### src/rtl/delta_decoder_if.sv
// Valid/ready bundle for the delta decoder: delta/reload beats in, absolute samples out.
// The decoder connects through the slave modport; the producer/consumer side uses master.
interface delta_decoder_if #(
    parameter int DELTA_W = 4,
    parameter int OUT_W   = 8
);
    logic               in_valid;
    logic               in_ready;
    logic               in_load;
    logic [DELTA_W-1:0] in_delta;
    logic [OUT_W-1:0]   in_abs;
    logic               out_valid;
    logic               out_ready;
    logic [OUT_W-1:0]   out_value;
    logic               out_sat;

    modport slave (
        input  in_valid, in_load, in_delta, in_abs, out_ready,
        output in_ready, out_valid, out_value, out_sat
    );

    modport master (
        output in_valid, in_load, in_delta, in_abs, out_ready,
        input  in_ready, out_valid, out_value, out_sat
    );
endinterface

### src/rtl/delta_decoder.sv
// Running-sum delta decoder with optional clamp and a two-entry ping-pong output buffer.
// Every accepted beat updates the accumulator and is queued; the buffer hides downstream stalls.
module delta_decoder #(
    parameter int DELTA_W  = 4,
    parameter int OUT_W    = 8,
    parameter bit SATURATE = 1'b1
) (
    input  logic            clk,
    input  logic            rst_n,
    delta_decoder_if.slave  bus
);
    localparam int SUM_W = OUT_W + 1;
    localparam logic [OUT_W-1:0] MAX_V = {1'b0, {(OUT_W-1){1'b1}}};
    localparam logic [OUT_W-1:0] MIN_V = {1'b1, {(OUT_W-1){1'b0}}};

    typedef enum logic [1:0] {
        EMPTY = 2'd0,
        HALF  = 2'd1,
        FULL  = 2'd2
    } occ_t;

    typedef struct packed {
        logic [OUT_W-1:0] value;
        logic             sat;
    } entry_t;

    occ_t             state;
    occ_t             state_next;
    logic [OUT_W-1:0] acc;
    entry_t           buf_q [2];
    logic             wp;
    logic             rp;

    logic             accept;
    logic             pop;
    logic [SUM_W-1:0] sum;
    logic [OUT_W-1:0] next_value;
    logic             next_sat;

    // Handshake outputs depend on registered occupancy only, so in_ready never
    // combinationally follows out_ready.
    assign bus.in_ready  = (state != FULL);
    assign bus.out_valid = (state != EMPTY);
    assign bus.out_value = buf_q[rp].value;
    assign bus.out_sat   = buf_q[rp].sat;

    assign accept = bus.in_valid & bus.in_ready;
    assign pop    = bus.out_valid & bus.out_ready;

    // One guard bit makes the sum exact; overflow shows up as the two top bits disagreeing.
    assign sum = {acc[OUT_W-1], acc}
               + {{(SUM_W-DELTA_W){bus.in_delta[DELTA_W-1]}}, bus.in_delta};

    // NOTE: every output of a combinational block gets a default first, so no path
    // leaves it unassigned and no latch is inferred.
    always_comb begin
        next_value = sum[OUT_W-1:0];
        next_sat   = 1'b0;
        if (bus.in_load) begin
            next_value = bus.in_abs;
        end else if (SATURATE && (sum[SUM_W-1] != sum[SUM_W-2])) begin
            next_value = sum[SUM_W-1] ? MIN_V : MAX_V;
            next_sat   = 1'b1;
        end
    end

    always_comb begin
        state_next = state;
        unique case (state)
            EMPTY:   if (accept) state_next = HALF;
            HALF: begin
                if (accept && !pop)      state_next = FULL;
                else if (pop && !accept) state_next = EMPTY;
            end
            FULL:    if (pop) state_next = HALF;
            default: state_next = EMPTY;
        endcase
    end

    // NOTE: sequential state is assigned with non-blocking <= so all registers
    // update together from values sampled at the same edge.
    always_ff @(posedge clk) begin
        if (!rst_n) begin
            state <= EMPTY;
        end else begin
            state <= state_next;
        end
    end

    // NOTE: the two buffer entries are reset as well, because the output port shows
    // buf_q[rp] even when empty and must read zero straight after reset.
    always_ff @(posedge clk) begin
        if (!rst_n) begin
            acc      <= '0;
            wp       <= 1'b0;
            rp       <= 1'b0;
            buf_q[0] <= '0;
            buf_q[1] <= '0;
        end else begin
            if (accept) begin
                acc       <= next_value;
                buf_q[wp] <= '{value: next_value, sat: next_sat};
                wp        <= ~wp;
            end
            if (pop) begin
                rp <= ~rp;
            end
        end
    end
endmodule

### src/flat_wrapper.sv
// flat-port wrapper written by rule: the top's interface ports become plain ports
module delta_decoder_flat 
#(
    parameter int DELTA_W  = 4,
    parameter int OUT_W    = 8,
    parameter bit SATURATE = 1'b1
)
  (clk, rst_n, bus_in_valid, bus_in_load, bus_in_delta, bus_in_abs, bus_out_ready, bus_in_ready, bus_out_valid, bus_out_value, bus_out_sat);
  delta_decoder_if #(.DELTA_W(DELTA_W), .OUT_W(OUT_W)) bus_i ();
  input  logic clk;
  input  logic rst_n;
  input wire logic [$bits(bus_i.in_valid)-1:0] bus_in_valid;
  input wire logic [$bits(bus_i.in_load)-1:0] bus_in_load;
  input wire logic [$bits(bus_i.in_delta)-1:0] bus_in_delta;
  input wire logic [$bits(bus_i.in_abs)-1:0] bus_in_abs;
  input wire logic [$bits(bus_i.out_ready)-1:0] bus_out_ready;
  output wire logic [$bits(bus_i.in_ready)-1:0] bus_in_ready;
  output wire logic [$bits(bus_i.out_valid)-1:0] bus_out_valid;
  output wire logic [$bits(bus_i.out_value)-1:0] bus_out_value;
  output wire logic [$bits(bus_i.out_sat)-1:0] bus_out_sat;
  assign bus_i.in_valid = bus_in_valid;
  assign bus_i.in_load = bus_in_load;
  assign bus_i.in_delta = bus_in_delta;
  assign bus_i.in_abs = bus_in_abs;
  assign bus_i.out_ready = bus_out_ready;
  assign bus_in_ready = bus_i.in_ready;
  assign bus_out_valid = bus_i.out_valid;
  assign bus_out_value = bus_i.out_value;
  assign bus_out_sat = bus_i.out_sat;
  delta_decoder #(.DELTA_W(DELTA_W), .OUT_W(OUT_W), .SATURATE(SATURATE)) u_core (.clk(clk), .rst_n(rst_n), .bus(bus_i));
endmodule
### config.mk
export PLATFORM = sky130hd
export DESIGN_NAME = delta_decoder_flat
export DESIGN_NICKNAME = d
export VERILOG_FILES = /design/src/rtl/delta_decoder_if.sv /design/src/rtl/delta_decoder.sv /design/src/flat_wrapper.sv
export SDC_FILE = /design/constraint.sdc
export NUM_CORES = 1
export LEC_CHECK = 0
export CAP_MARGIN = 20
export CORE_MARGIN = 2
export CORE_UTILIZATION = 36
export CTS_CLUSTER_DIAMETER = 30
export CTS_CLUSTER_SIZE = 16
export DETAILED_ROUTE_END_ITERATION = 12
export DONT_BUFFER_PORTS = 1
export GPL_ROUTABILITY_DRIVEN = 0
export MAX_ROUTING_LAYER = met4
export PLACE_DENSITY = 0.55
export SLEW_MARGIN = 0
export SYNTH_ARGS = -nofsm -noshare
export SYNTH_HDL_FRONTEND = slang
export SYNTH_SLANG_ARGS = --single-unit
### constraint.sdc
create_clock -name clk -period 3 [get_ports clk]
set_input_delay 0.45 -clock clk [delete_from_list [all_inputs] [get_ports clk]]
set_output_delay 0.45 -clock clk [all_outputs]
set_load 0.02 [all_outputs]
# After elaboration in Yosys (flattened, before gate mapping)
# Memory sizes are Yosys's and may differ from the RTL's. A register that Yosys moved wholly into a read port is not among the register bits.
# Cells that the tools add are included.
# word_totals
ff_bits	12
ramBits	18
input_bits	17
out_inout_bits	11
n_memories	1
# classes
addsub	1
eq_ne	7
muxes	19
bitwise	4
reduce_logical	8
# memory_table
name	depth	width	read_ports	rd_clocked_by_memory_dff	wr	line	source
u_core.buf_q	2	9	1	1	2	delta_decoder.sv:30	entry_t buf_q [2];
# op_table
cell	n
$mux W8	3
$mux W1	10
$add A8 B4 Y9	1
$mux W9	1
$reduce_or A9 Y1	1
$mux W2	4
$pmux W2 S3	1
$ne A2 B1 Y1 const B	2
$ne A3 B1 Y1 const B	1
$reduce_and A3 Y1	1
$and A1 B1 Y1	2
$eq A2 B1 Y1 const B	1
$eq A2 B2 Y1 const B	1
$logic_and A1 B1 Y1	2
$logic_not A1 Y1	2
$logic_not A2 Y1	1
$ne A2 B2 Y1 const B	1
$not A1 Y1	2
$reduce_bool A2 Y1	1
$ne A1 B1 Y1	1

# Logic depth before layout (Yosys ltp)
# Gate-level depths: netlist of run 1.
# depth
word_depth	7
ltp_mapped	9
mapped_depth_nobuf	9

# Worst setup path before layout of run 1
# Ideal clock, no wire load.
# synth_path
path_type	input to register
start	in bus_in_delta[0]
end	mem u_core.buf_q[1][7] in the netlist's numbering (data pin)
t_arrival_ps	2266
required_time_ps	2841
slack_ps	576
stages	9
path_buffers	0
path_cell_list	ha_1 > inv_1 > fa_1 > nand2b_1 > a211oi_2 > o21ai_1 > a211oi_1 > nor3_1 > nor3_1
# synth_rtl
item	line	source
start: declaration	flat_wrapper.sv:14	input wire logic [$bits(bus_i.in_delta)-1:0] bus_in_delta;
end: declaration	delta_decoder.sv:30	

==> qor.tcl, run 1 <==
set qor(synth_enable_flop_cells) 18
set qor(hpwl_um) 3436
set qor(drive_gt1_share_pct) 14.29
set qor(insertedDiodeCount) 0
set qor(worst_hold_end) {u_core.acc[7]}
set qor(floorplan_die_width_um) 78.48
set qor(syn_inst) 208
set qor(synth_sequential_area_ratio_pct) 40.10
set qor(tritoncts_num_sinks) 31
set qor(synthesis.area_per_instance_um2) 9.601
set qor(post_synth_most_frequent_cells) {sky130_fd_sc_hd__nor2_1, sky130_fd_sc_hd__edfxtp_1, sky130_fd_sc_hd__dfxtp_1}
set qor(antenna_found_initial) 0
set qor(route.detailed.wl_per_inst_um) 16.20
set qor(area_delta_synth_final_pct) 6.454
set qor(grt_pass1_wl_um) 7403
set qor(cell_chosen_for_the_clock_root) {sky130_fd_sc_hd__clkbuf_8}
set qor(regToRegEndpoint) {u_core.buf_q[1][7]}
set qor(post_synthesis_cell_type_count) 52
set qor(detail_route.drc_violations) 0
set qor(timing.critical_path.max_delay_family) {compound AO/OA/AOI/OAI gates}
set qor(crit_required_ns) 3.11
set qor(grt_max_degree) 19
set qor(cp_slowest_cell) {sky130_fd_sc_hd__fa_1}
set qor(slowest_delay_ns) 0.41
set qor(fmax_ghz) 0.3785
set qor(synth_largest_type_area_fraction_pct) 27.07
set qor(synthArstFlopShare_pct) 0
set qor(regToRegStartpoint) {u_core.acc[0]}
set qor(syn_area_mm2) 0.001997
set qor(floorplan.io_pins) 28
set qor(worst-r2r-cell-count) 9
set qor(synth-main-ff-cell) {sky130_fd_sc_hd__edfxtp_1}
set qor(relative_max_transition_margin_pct) 69.87
set qor(worstHoldStart) {rst_n}
set qor(yosys_warnings) 0
set qor(synth.ff_latch_count) 31
set qor(max-cap-violations) 0
set qor(path_cells) {ha_1 -> inv_1 -> fa_1 -> nand2b_1 -> a211oi_2 -> o21ai_1 -> a211oi_1 -> nor3_1 -> nor3_1}
set qor(path_common_cell) {sky130_fd_sc_hd__nor3_1}
set qor(finalHoldViolCount) 0
set qor(drt_first_iter_violations) 74
set qor(cts_max_path_buffers) 2
set qor(htreeDepth) 2
set qor(setup.worst_path.end_class) {register}
set qor(placementRows) 27
set qor(clock_insertion_delay_worst_skew_ns) 0.28
set qor(final_layout_net_count) 236
set qor(cts_tree) {built}
set qor(total_clock_buffers_created_by_cts) 5
set qor(syn-num-nets) 235
set qor(postRouteWirelength_um) 4567
set qor(globalRouteOverflowTotal) 0
set qor(grt_util_all_layers_pct) 16.15
set qor(numPortBuffers) 0
set qor(post_route_antenna_net_violation_count) 0
set qor(synth_most_common_cell) {sky130_fd_sc_hd__nor2_1}
set qor(critical_path_arrival_ns) 2.76
set qor(cts_repair_resize_count) 0
set qor(timing.hold.worst_path_depth) 1
set qor(outcome) {completed}
set qor(critical_path.n_buffers_inverters) 1
set qor(final-setup-viol-count) 0
set qor(rsz0062_at_grt) {no}
set qor(fin_crit_sh_pct) 88.06
set qor(clkSlewWorstSetupHoldPaths_ns) 0.06
set qor(critical_path.startpoint_type) {register}
set qor(timing_max_transition_violations_final) 0
set qor(floorplan.initialDensity_pct) 36.71
set qor(areal_power_density_over_the_cells_mw_per_mm2) 546.4
set qor(viasPerCell) 5.429
set qor(hold_buffer_count_at_cts) 0
set qor(timing_worst_slew_pin_value_ns) 0.4490
set qor(timing.final.crit_period_ns) 2.642
set qor(dr_total_vias) 1531
set qor(cts_setup_buffers) 0
set qor(worst_ir_drop_vdd_v) 0.0001747
set qor(first_pass_iters) 4
set qor(worstHoldPathType) {in2reg}
set qor(post-layout-total-power_mw) 1.162
set qor(die_h_um) 78.48
set qor(rrSetupSlack_ns) 0.36
set qor(post_synth_main_area_contributors) {sky130_fd_sc_hd__edfxtp_1, sky130_fd_sc_hd__dfxtp_1, sky130_fd_sc_hd__ha_1}
set qor(post-route-worst-setup-slack_ns) 0.3583
set qor(yosys.area.top_type) {sky130_fd_sc_hd__edfxtp_1}
set qor(worstSetupPathType) {reg2reg}
set qor(post-place-ws_ns) 0.2696
set qor(final_cell_utilization_of_the_core_pct) 39.08
set qor(first_global_vias) 1466
set qor(die_area_mm2) 0.006159
set qor(totalNegativeSetupSlack_ns) 0
set qor(worst-path-max-fanout) 6
set qor(placeableCoreArea_mm2) 0.005439
set qor(leakagePower_nw) 0.8340
set qor(fin_skew_ns) 0.003184
## worst reg2reg max path: cells and delay by family, from the launching register on
kind / cells / cell delay, ns
AOI/OAI and AO/OA: 3 / 0.95
adders and majority gates: 2 / 0.60
buffers and inverters: 1 / 0.06
DFF: 1 / 0.34
and+or+nand+nor: 3 / 0.53
## metrics by stage
stage	hold WS, ns	cells	area, µm²
floorplan	0.4388	208	1997
global placement	0.4684	274	2044
detailed placement	0.4693	274	2044
CTS	0.2843	282	2126
global route	0.2805	282	2126
finish	0.2967	282	2126
## power by group
part / switching, mW / internal, mW / leakage, nW / total, mW
Combinational: 0.208 / 0.133 / 0.493 / 0.341
Clock: 0.145 / 0.162 / 0.0422 / 0.308
Sequential: 0.0213 / 0.491 / 0.299 / 0.513
Total: 0.375 / 0.787 / 0.834 / 1.16
## flip-flops by register name, indices dropped and copies added (netlist names), named ones only
name	flops
u_core.wp	1
u_core.buf_q	18
u_core.state	2
u_core.acc	8
u_core.rp	1
## how the worst max path moves through the flow
stage	startpoint	to	slack (ns)	cells after the start
finish	u_core.acc[0]	u_core.buf_q[1][7]	0.36	9
CTS	u_core.acc[0]	u_core.buf_q[1][7]	0.35	9
detailed placement	bus_in_delta[0]	u_core.buf_q[1][7]	0.27	9
floorplan	bus_in_delta[0]	u_core.buf_q[1][7]	0.58	9
global placement	bus_in_delta[0]	u_core.buf_q[1][7]	0.34	9
global route	u_core.acc[0]	u_core.buf_q[1][7]	0.03	9
## layout make-up
class / instances / area, µm²
tap: 72 / 90.09
multi-input combinational: 161 / 1109
timing repair buffer: 2 / 15.01
fill: 548 / 3313
inverter: 8 / 30.03
clock inverter: 1 / 5.005
sequential: 31 / 800.8
clock buffer: 7 / 76.32
## kinds of logic after synthesis
kind of cell / count (synthesis) / synth area share, %
adder cells (fa/ha/maj): 10 / 6.642
XOR/XNOR: 4 / 1.755
AO/OA/AOI/OAI: 54 / 19.30
buffers and inverters: 16 / 4.386
AND/OR/NAND/NOR: 82 / 21.74
flip-flops: 31 / 40.10
multiplexers: 11 / 6.078
## per-layer routing
| layer | global-route usage [%] | routed length (µm) |
|---|---|---|
| met1 | 21.85 | 2253 |
| met3 | 4.598 | 243 |
| met2 | 24.05 | 2010 |
| met4 | 3.860 | 59 |
| met5 | - | 0 |
## placed cells by master (no fill, tap or decap), types with 2 or more instances in the layout
cell                       synthesis  final
sky130_fd_sc_hd__and2_1            6      6
sky130_fd_sc_hd__nand3b_1          2      2
sky130_fd_sc_hd__inv_1             8      8
sky130_fd_sc_hd__mux2i_1           2      2
sky130_fd_sc_hd__or2_2             4      4
sky130_fd_sc_hd__a211oi_1          4      4
sky130_fd_sc_hd__a221o_1           2      2
sky130_fd_sc_hd__edfxtp_1         18     18
sky130_fd_sc_hd__nor2_1           25     25
sky130_fd_sc_hd__nor3b_1           3      3
sky130_fd_sc_hd__a211o_1           2      2
sky130_fd_sc_hd__buf_4             1      2
sky130_fd_sc_hd__dfxtp_1          13     13
sky130_fd_sc_hd__o22ai_1           2      2
sky130_fd_sc_hd__o41ai_1           2      2
sky130_fd_sc_hd__nand2_1          10     10
sky130_fd_sc_hd__o21ai_0          11     11
sky130_fd_sc_hd__o31ai_1           2      2
sky130_fd_sc_hd__o21a_1            4      4
sky130_fd_sc_hd__clkbuf_1          3      2
sky130_fd_sc_hd__a211oi_2          2      2
sky130_fd_sc_hd__nand2b_1          3      3
sky130_fd_sc_hd__nor2b_1           2      2
sky130_fd_sc_hd__nand3_1           7      7
sky130_fd_sc_hd__o21ai_1           3      3
sky130_fd_sc_hd__a21boi_1          2      2
sky130_fd_sc_hd__nor3_1           10     10
sky130_fd_sc_hd__a21oi_1           9      9
sky130_fd_sc_hd__a21o_1            2      2
sky130_fd_sc_hd__clkbuf_8          0      5
sky130_fd_sc_hd__ha_1              9      9
sky130_fd_sc_hd__or3_1             2      2
sky130_fd_sc_hd__xnor2_1           3      3
sky130_fd_sc_hd__mux2_2            9      9
(Power assumes the default switching activity.)
==> inputs of run 2 (changes only) <==
--- a/config.mk
+++ b/config.mk
@@ -5,6 +5,7 @@
 export SDC_FILE = /design/constraint.sdc
 export NUM_CORES = 1
 export LEC_CHECK = 0
+export ABC_AREA = 1
 export CAP_MARGIN = 20
 export CORE_MARGIN = 2
 export CORE_UTILIZATION = 36
@@ -15,6 +16,7 @@
 export GPL_ROUTABILITY_DRIVEN = 0
 export MAX_ROUTING_LAYER = met4
 export PLACE_DENSITY = 0.55
+export REMOVE_ABC_BUFFERS = 1
 export SLEW_MARGIN = 0
 export SYNTH_ARGS = -nofsm -noshare
 export SYNTH_HDL_FRONTEND = slang
==> run 2 against run 1 <==
Maximum frequency rose by 25%. Count of clock-buffer cells in the layout fell by 1. Sequential cell count did not move. Global-route usage fell by 1.3 points. Sequential share of layout area rose by 1.3 points. Power rose by 30%. Design area fell by 3.2%. Critical path depth rose by 4. Critical path type unchanged. Critical endpoint is now u_core.buf_q[0][5]. Largest cell class unchanged.
==> qor.tcl, run 2 <==
set qor(outcome) {completed}
set qor(yosys.area.top_type) {sky130_fd_sc_hd__edfxtp_1}
set qor(grt_util_all_layers_pct) 14.86
set qor(synth_enable_flop_cells) 18
set qor(worst-path-max-fanout) 5
set qor(synthArstFlopShare_pct) 0
set qor(path_common_cell) {sky130_fd_sc_hd__nand2_1}
set qor(cp_slowest_cell) {sky130_fd_sc_hd__fa_1}
set qor(grt_max_degree) 15
set qor(leakagePower_nw) 0.9421
set qor(detail_route.drc_violations) 0
set qor(totalNegativeSetupSlack_ns) 0
set qor(hpwl_um) 2998
set qor(drt_first_iter_violations) 62
set qor(die_h_um) 76.85
set qor(insertedDiodeCount) 0
set qor(critical_path.startpoint_type) {register}
set qor(mostFrequentLayoutCell) {sky130_fd_sc_hd__nand2_1}
set qor(worst_ir_drop_vdd_v) 0.0002176
set qor(grt_pass1_wl_um) 6713
set qor(placementRows) 26
set qor(slowest_delay_ns) 0.39
set qor(floorplan.io_pins) 28
set qor(clock_insertion_delay_worst_skew_ns) 0.28
set qor(die_area_mm2) 0.005906
set qor(worst_hold_end) {u_core.state[1]}
set qor(crit_required_ns) 3.01
set qor(antenna_found_initial) 0
set qor(fin_crit_sh_pct) 70.18
set qor(critical_path_arrival_ns) 2.12
set qor(globalRouteOverflowTotal) 0
set qor(relative_max_transition_margin_pct) 69.80
set qor(first_pass_iters) 4
set qor(placeableCoreArea_mm2) 0.005107
set qor(synth_sequential_area_ratio_pct) 41.91
set qor(floorplan_die_width_um) 76.85
set qor(total_clock_buffers_created_by_cts) 5
set qor(worstHoldPathType) {in2reg}
set qor(final-setup-viol-count) 0
set qor(cts_repair_resize_count) 0
set qor(synth.ff_latch_count) 31
set qor(max-cap-violations) 0
set qor(timing.hold.worst_path_depth) 2
set qor(fmax_ghz) 0.4750
set qor(numPortBuffers) 0
set qor(path_cells) {ha_1 -> inv_1 -> fa_1 -> inv_1 -> nand2_1 -> nand2_1 -> nand3_2 -> nand3_1 -> nand2_4 -> a21oi_4 -> nand2_1 -> nand2_2 -> nor2_1}
set qor(postRouteWirelength_um) 3855
set qor(worst-r2r-cell-count) 13
set qor(cts_max_path_buffers) 2
set qor(timing_max_transition_violations_final) 0
set qor(setup.worst_path.end_class) {register}
set qor(fin_skew_ns) 0.009706
set qor(post_route_antenna_net_violation_count) 0
set qor(timing.final.crit_period_ns) 2.105
set qor(largest_register_ffs) 18
set qor(hold_buffer_count_at_cts) 0
set qor(synth_largest_type_area_fraction_pct) 28.29
set qor(first_global_vias) 1385
set qor(tritoncts_num_sinks) 31
set qor(htreeDepth) 2
set qor(synth_most_common_cell) {sky130_fd_sc_hd__nand2_1}
set qor(syn_inst) 224
set qor(dr_total_vias) 1376
set qor(clkSlewWorstSetupHoldPaths_ns) 0.06
set qor(route.detailed.wl_per_inst_um) 12.89
set qor(final_layout_net_count) 255
set qor(regToRegEndpoint) {u_core.buf_q[0][5]}
set qor(cell_chosen_for_the_clock_root) {sky130_fd_sc_hd__clkbuf_8}
set qor(regMostFlops) {u_core.buf_q}
set qor(yosys_warnings) 0
set qor(viasPerCell) 4.602
set qor(rrSetupSlack_ns) 0.89
set qor(floorplan.initialDensity_pct) 37.41
set qor(whs_ns) 0.3257
set qor(post_synth_main_area_contributors) {sky130_fd_sc_hd__edfxtp_1, sky130_fd_sc_hd__dfxtp_1, sky130_fd_sc_hd__nand2_1}
set qor(timing_worst_slew_pin_value_ns) 0.4519
set qor(areal_power_density_over_the_cells_mw_per_mm2) 733.5
set qor(post_synthesis_cell_type_count) 28
set qor(area_delta_synth_final_pct) 7.662
set qor(layout.cells.most_common_list) {sky130_fd_sc_hd__nand2_1, sky130_fd_sc_hd__nor2_1, sky130_fd_sc_hd__inv_1}
set qor(finalHoldViolCount) 0
set qor(post_synth_most_frequent_cells) {sky130_fd_sc_hd__nand2_1, sky130_fd_sc_hd__nor2_1, sky130_fd_sc_hd__inv_1}
set qor(synthesis.area_per_instance_um2) 8.529
set qor(rsz0062_at_grt) {no}
set qor(layout_top_registers) {u_core.buf_q x18, u_core.acc x8, u_core.state x2}
set qor(cts_tree) {built}
set qor(cts_setup_buffers) 0
set qor(worstSetupPathType) {reg2reg}
set qor(syn_area_mm2) 0.001911
set qor(synth-main-ff-cell) {sky130_fd_sc_hd__edfxtp_1}
set qor(drive_gt1_share_pct) 21.83
set qor(regToRegStartpoint) {u_core.acc[0]}
set qor(worstHoldStart) {rst_n}
-- run 2: cell count changes after synthesis, moves of 4 or more --
cell,before,now
sky130_fd_sc_hd__a211oi_1,4,0
sky130_fd_sc_hd__a21oi_2,0,7
sky130_fd_sc_hd__and2_1,6,0
sky130_fd_sc_hd__inv_1,8,21
sky130_fd_sc_hd__nand2_1,10,54
sky130_fd_sc_hd__nand2_2,1,8
sky130_fd_sc_hd__nor3_1,10,0
sky130_fd_sc_hd__o21a_1,4,0
-- run 2: stage by stage --
step                instances  power (mW)  area [µm²]  utilization (%)  setup WS [ns]
floorplan                 219       1.102        1873                -         0.9028
global placement          291       1.218        1976            38.68         0.7812
CTS                       299       1.526        2057            40.27         0.8818
global route              299       1.643        2057            40.27         0.6536
detailed placement        291       1.222        1976            38.68         0.7542
finish                    299       1.509        2057            40.27         0.8947
-- run 2: cell families after synthesis --
group / count (synthesis) / share of synthesized area (%)
XOR/XNOR: 5 / 2.292
buffers and inverters: 27 / 6.287
AND/OR/NAND/NOR: 116 / 28.03
adder cells (fa/ha/maj): 10 / 6.942
AO/OA/AOI/OAI: 26 / 9.234
multiplexers: 9 / 5.305
flip-flops: 31 / 41.91
-- run 2: power by group --
part	internal, mW	total (mW)	leakage, nW	switching [mW]
Sequential	0.532	0.582	0.296	0.0498
Clock	0.159	0.302	0.0426	0.143
Combinational	0.218	0.625	0.603	0.407
-- run 2: final cells by class --
type / instances / area, µm²
clock inverter: 2 / 8.758
inverter: 22 / 82.58
tap: 70 / 87.58
timing repair buffer: 2 / 15.01
sequential: 31 / 800.8
multi-input combinational: 166 / 989.7
fill: 538 / 3050
clock buffer: 6 / 72.57
-- run 2: critical path, delay by kind of cell, from the launching register on --
kind / cells / cell delay, ns
buffers and inverters: 2 / 0.13
AOI/OAI and AO/OA: 1 / 0.17
adders and majority gates: 2 / 0.56
DFF: 1 / 0.33
and+or+nand+nor: 8 / 0.66
-- run 2: worst max path at each step --
stage / start / to / slack, ns / cells after the start
floorplan: bus_in_delta[0] / u_core.buf_q[1][3] / 0.90 / 13
global placement: bus_in_delta[0] / u_core.buf_q[0][6] / 0.78 / 13
detailed placement: bus_in_delta[0] / u_core.buf_q[0][6] / 0.75 / 13
CTS: u_core.acc[0] / u_core.buf_q[0][5] / 0.88 / 13
global route: u_core.acc[0] / u_core.buf_q[0][8] / 0.65 / 12
finish: u_core.acc[0] / u_core.buf_q[0][5] / 0.89 / 13
-- run 2: layer usage --
metal  global-route usage (%)  wire (µm)  part of all wire, %  vias up
met1                    18.66       1890                   49      618
met4                    4.909         30                 0.78        0
met3                    4.235        154                  4.0        2
met5                        -          0                    0        -
li1                         -          -                    -      734
met2                    23.07       1780                   46       22
==> inputs of run 3 (changes only) <==
==> constraint.sdc (replaced) <==
create_clock -name clk -period 2 [get_ports clk]
set_input_delay 0.3 -clock clk [delete_from_list [all_inputs] [get_ports clk]]
set_output_delay 0.3 -clock clk [all_outputs]
set_load 0.02 [all_outputs]
==> run 3 against run 2 <==
Wire length rose by 4.5%. Sequential power rose by 51%. Critical path type unchanged. Clock skew fell by 0.0033 ns. Combinational power rose by 79%. Utilization rose by 4.7 points. Worst setup slack got worse by 0.86 ns. Count of clock-buffer cells in the layout fell by 1. Cell count rose by 5.0%.
==> qor.tcl, run 3 (synthesized netlist as in run 2, its figures left out) <==
set qor(grt_pass1_wl_um) 6617
set qor(first_pass_iters) 4
set qor(total_clock_buffers_created_by_cts) 5
set qor(final-setup-viol-count) 0
set qor(whs_ns) 0.1632
set qor(worst-path-max-fanout) 8
set qor(grt_use_met1_pct) 19.44
set qor(fmax_ghz) 0.5078
set qor(fin_skew_ns) 0.006410
set qor(post_route_antenna_net_violation_count) 0
set qor(critical_path_arrival_ns) 2.01
set qor(timing.final.crit_period_ns) 1.969
set qor(grt_max_degree) 15
set qor(post-place-ws_ns) -0.06593
set qor(worst_ir_drop_vdd_v) 0.0003903
set qor(fin_crit_sh_pct) 98.47
set qor(post-layout-total-power_mw) 2.593
set qor(floorplan_die_width_um) 76.85
set qor(final_layout_net_count) 270
set qor(crit_required_ns) 2.04
set qor(setup.worst_path.end_class) {register}
set qor(layout.cells.most_common_list) {sky130_fd_sc_hd__nand2_1, sky130_fd_sc_hd__nor2_1, sky130_fd_sc_hd__inv_1}
set qor(mostFrequentLayoutCell) {sky130_fd_sc_hd__nand2_1}
set qor(drive_gt1_share_pct) 35.25
set qor(regMostFlops) {u_core.buf_q}
set qor(route.detailed.wl_per_inst_um) 12.82
set qor(critical_path.startpoint_type) {register}
set qor(floorplan.initialDensity_pct) 37.41
set qor(hpwl_um) 2973
set qor(insertedDiodeCount) 0
set qor(globalRouteMet2Util_pct) 22.02
set qor(hold_buffer_count_at_cts) 0
set qor(postRouteWirelength_um) 4027
set qor(drt_first_iter_violations) 52
set qor(viasPerCell) 4.624
set qor(cts_tree) {built}
set qor(area_delta_synth_final_pct) 20.17
set qor(cell_chosen_for_the_clock_root) {sky130_fd_sc_hd__clkbuf_8}
set qor(die_h_um) 76.85
set qor(floorplan.io_pins) 28
set qor(die_area_mm2) 0.005906
set qor(finalHoldViolCount) 0
set qor(globalRouteOverflowTotal) 0
set qor(busiest_layer) {met2}
set qor(timing_max_transition_violations_final) 0
set qor(placementRows) 26
set qor(rsz0062_at_grt) {yes}
set qor(antenna_found_initial) 0
set qor(cts_max_path_buffers) 2
set qor(numPortBuffers) 0
set qor(worstSetupPathType) {reg2reg}
set qor(layout_top_registers) {u_core.buf_q x18, u_core.acc x8, u_core.state x2}
set qor(worstHoldPathType) {in2reg}
set qor(grt_util_all_layers_pct) 14.70
set qor(timing_worst_slew_pin_value_ns) 0.4284
set qor(n_fill_cell) 516
set qor(grt.met3_usage_pct) 3.294
set qor(clkSlewWorstSetupHoldPaths_ns) 0.07
set qor(clock_insertion_delay_worst_skew_ns) 0.28
set qor(post-route-worst-setup-slack_ns) 0.03055
set qor(leakagePower_nw) 1.031
set qor(areal_power_density_over_the_cells_mw_per_mm2) 1129
set qor(dr_total_vias) 1452
set qor(first_global_vias) 1368
set qor(outcome) {completed}
set qor(tritoncts_num_sinks) 31
set qor(max-cap-violations) 0
set qor(placeableCoreArea_mm2) 0.005107
set qor(relative_max_transition_margin_pct) 71.37
set qor(totalNegativeSetupSlack_ns) 0
set qor(detail_route.drc_violations) 0
set qor(largest_register_ffs) 18
set qor(htreeDepth) 2
==> run 3: cell type report <==
type,instances,area (µm²),area share [%]
inverters,22,82.58,3.597
repair buffers,17,131.4,5.722
clock inverters,3,38.79,1.689
flip-flops and latches,31,802.0,34.93
clock buffers,5,68.82,2.997
well taps,70,87.58,3.815
multi-input cells,166,1085,47.25
==> run 3: layer usage <==
metal / share of wire [%] / vias up
met4: 1.7 / 0
met5: 0 / -
met3: 3.5 / 5
li1: - / 764
met2: 46 / 22
met1: 49 / 661
==> run 3: worst max-delay path, stage by stage (launching register included) <==
cell	delay (ns)
sky130_fd_sc_hd__dfxtp_2	0.35
sky130_fd_sc_hd__ha_4	0.13
sky130_fd_sc_hd__inv_1	0.04
sky130_fd_sc_hd__fa_2	0.34
sky130_fd_sc_hd__inv_2	0.05
sky130_fd_sc_hd__nand2_1	0.05
sky130_fd_sc_hd__nand2_2	0.09
sky130_fd_sc_hd__nand3_4	0.08
sky130_fd_sc_hd__nand2_2	0.08
sky130_fd_sc_hd__nand2_1	0.06
sky130_fd_sc_hd__nand2_2	0.09
sky130_fd_sc_hd__nand2_4	0.10
sky130_fd_sc_hd__nand2_2	0.08
sky130_fd_sc_hd__nand2_2	0.05
sky130_fd_sc_hd__nand2_2	0.09
sky130_fd_sc_hd__nor2_1	0.04
==> run 3: timing repair <==
action	4_1_cts	5_1_grt
pin swaps	2	9
gates resized for setup	5	20
buffers inserted	0	3
gates cloned	0	0
setup endpoints to repair	19	26
==> run 3: power by group <==
part	internal, mW	switching [mW]	leakage (nW)
clock network	0.364	0.234	0.0556
registers	0.799	0.0770	0.296
logic	0.446	0.672	0.679
total	1.61	0.984	1.03
==> run 3: stage by stage <==
step	instance area (µm²)	util [%]	std cells
floorplan	1873	-	219
CTS	2187	42.82	311
detailed placement	2066	40.45	303
global route	2296	44.95	314
global placement	2066	40.45	303
finish	2296	44.95	314
==> run 3: final timing paths <==
path	start	end	slack, ns	cells after the start
worst max-delay path	u_core.acc[0]	u_core.buf_q[1][3]	0.03	15
worst min-delay path	rst_n	u_core.state[1]	0.16	2
worst max register to register	u_core.acc[0]	u_core.buf_q[1][3]	0.03	15
worst min register to register	u_core.wp	u_core.wp	0.49	2
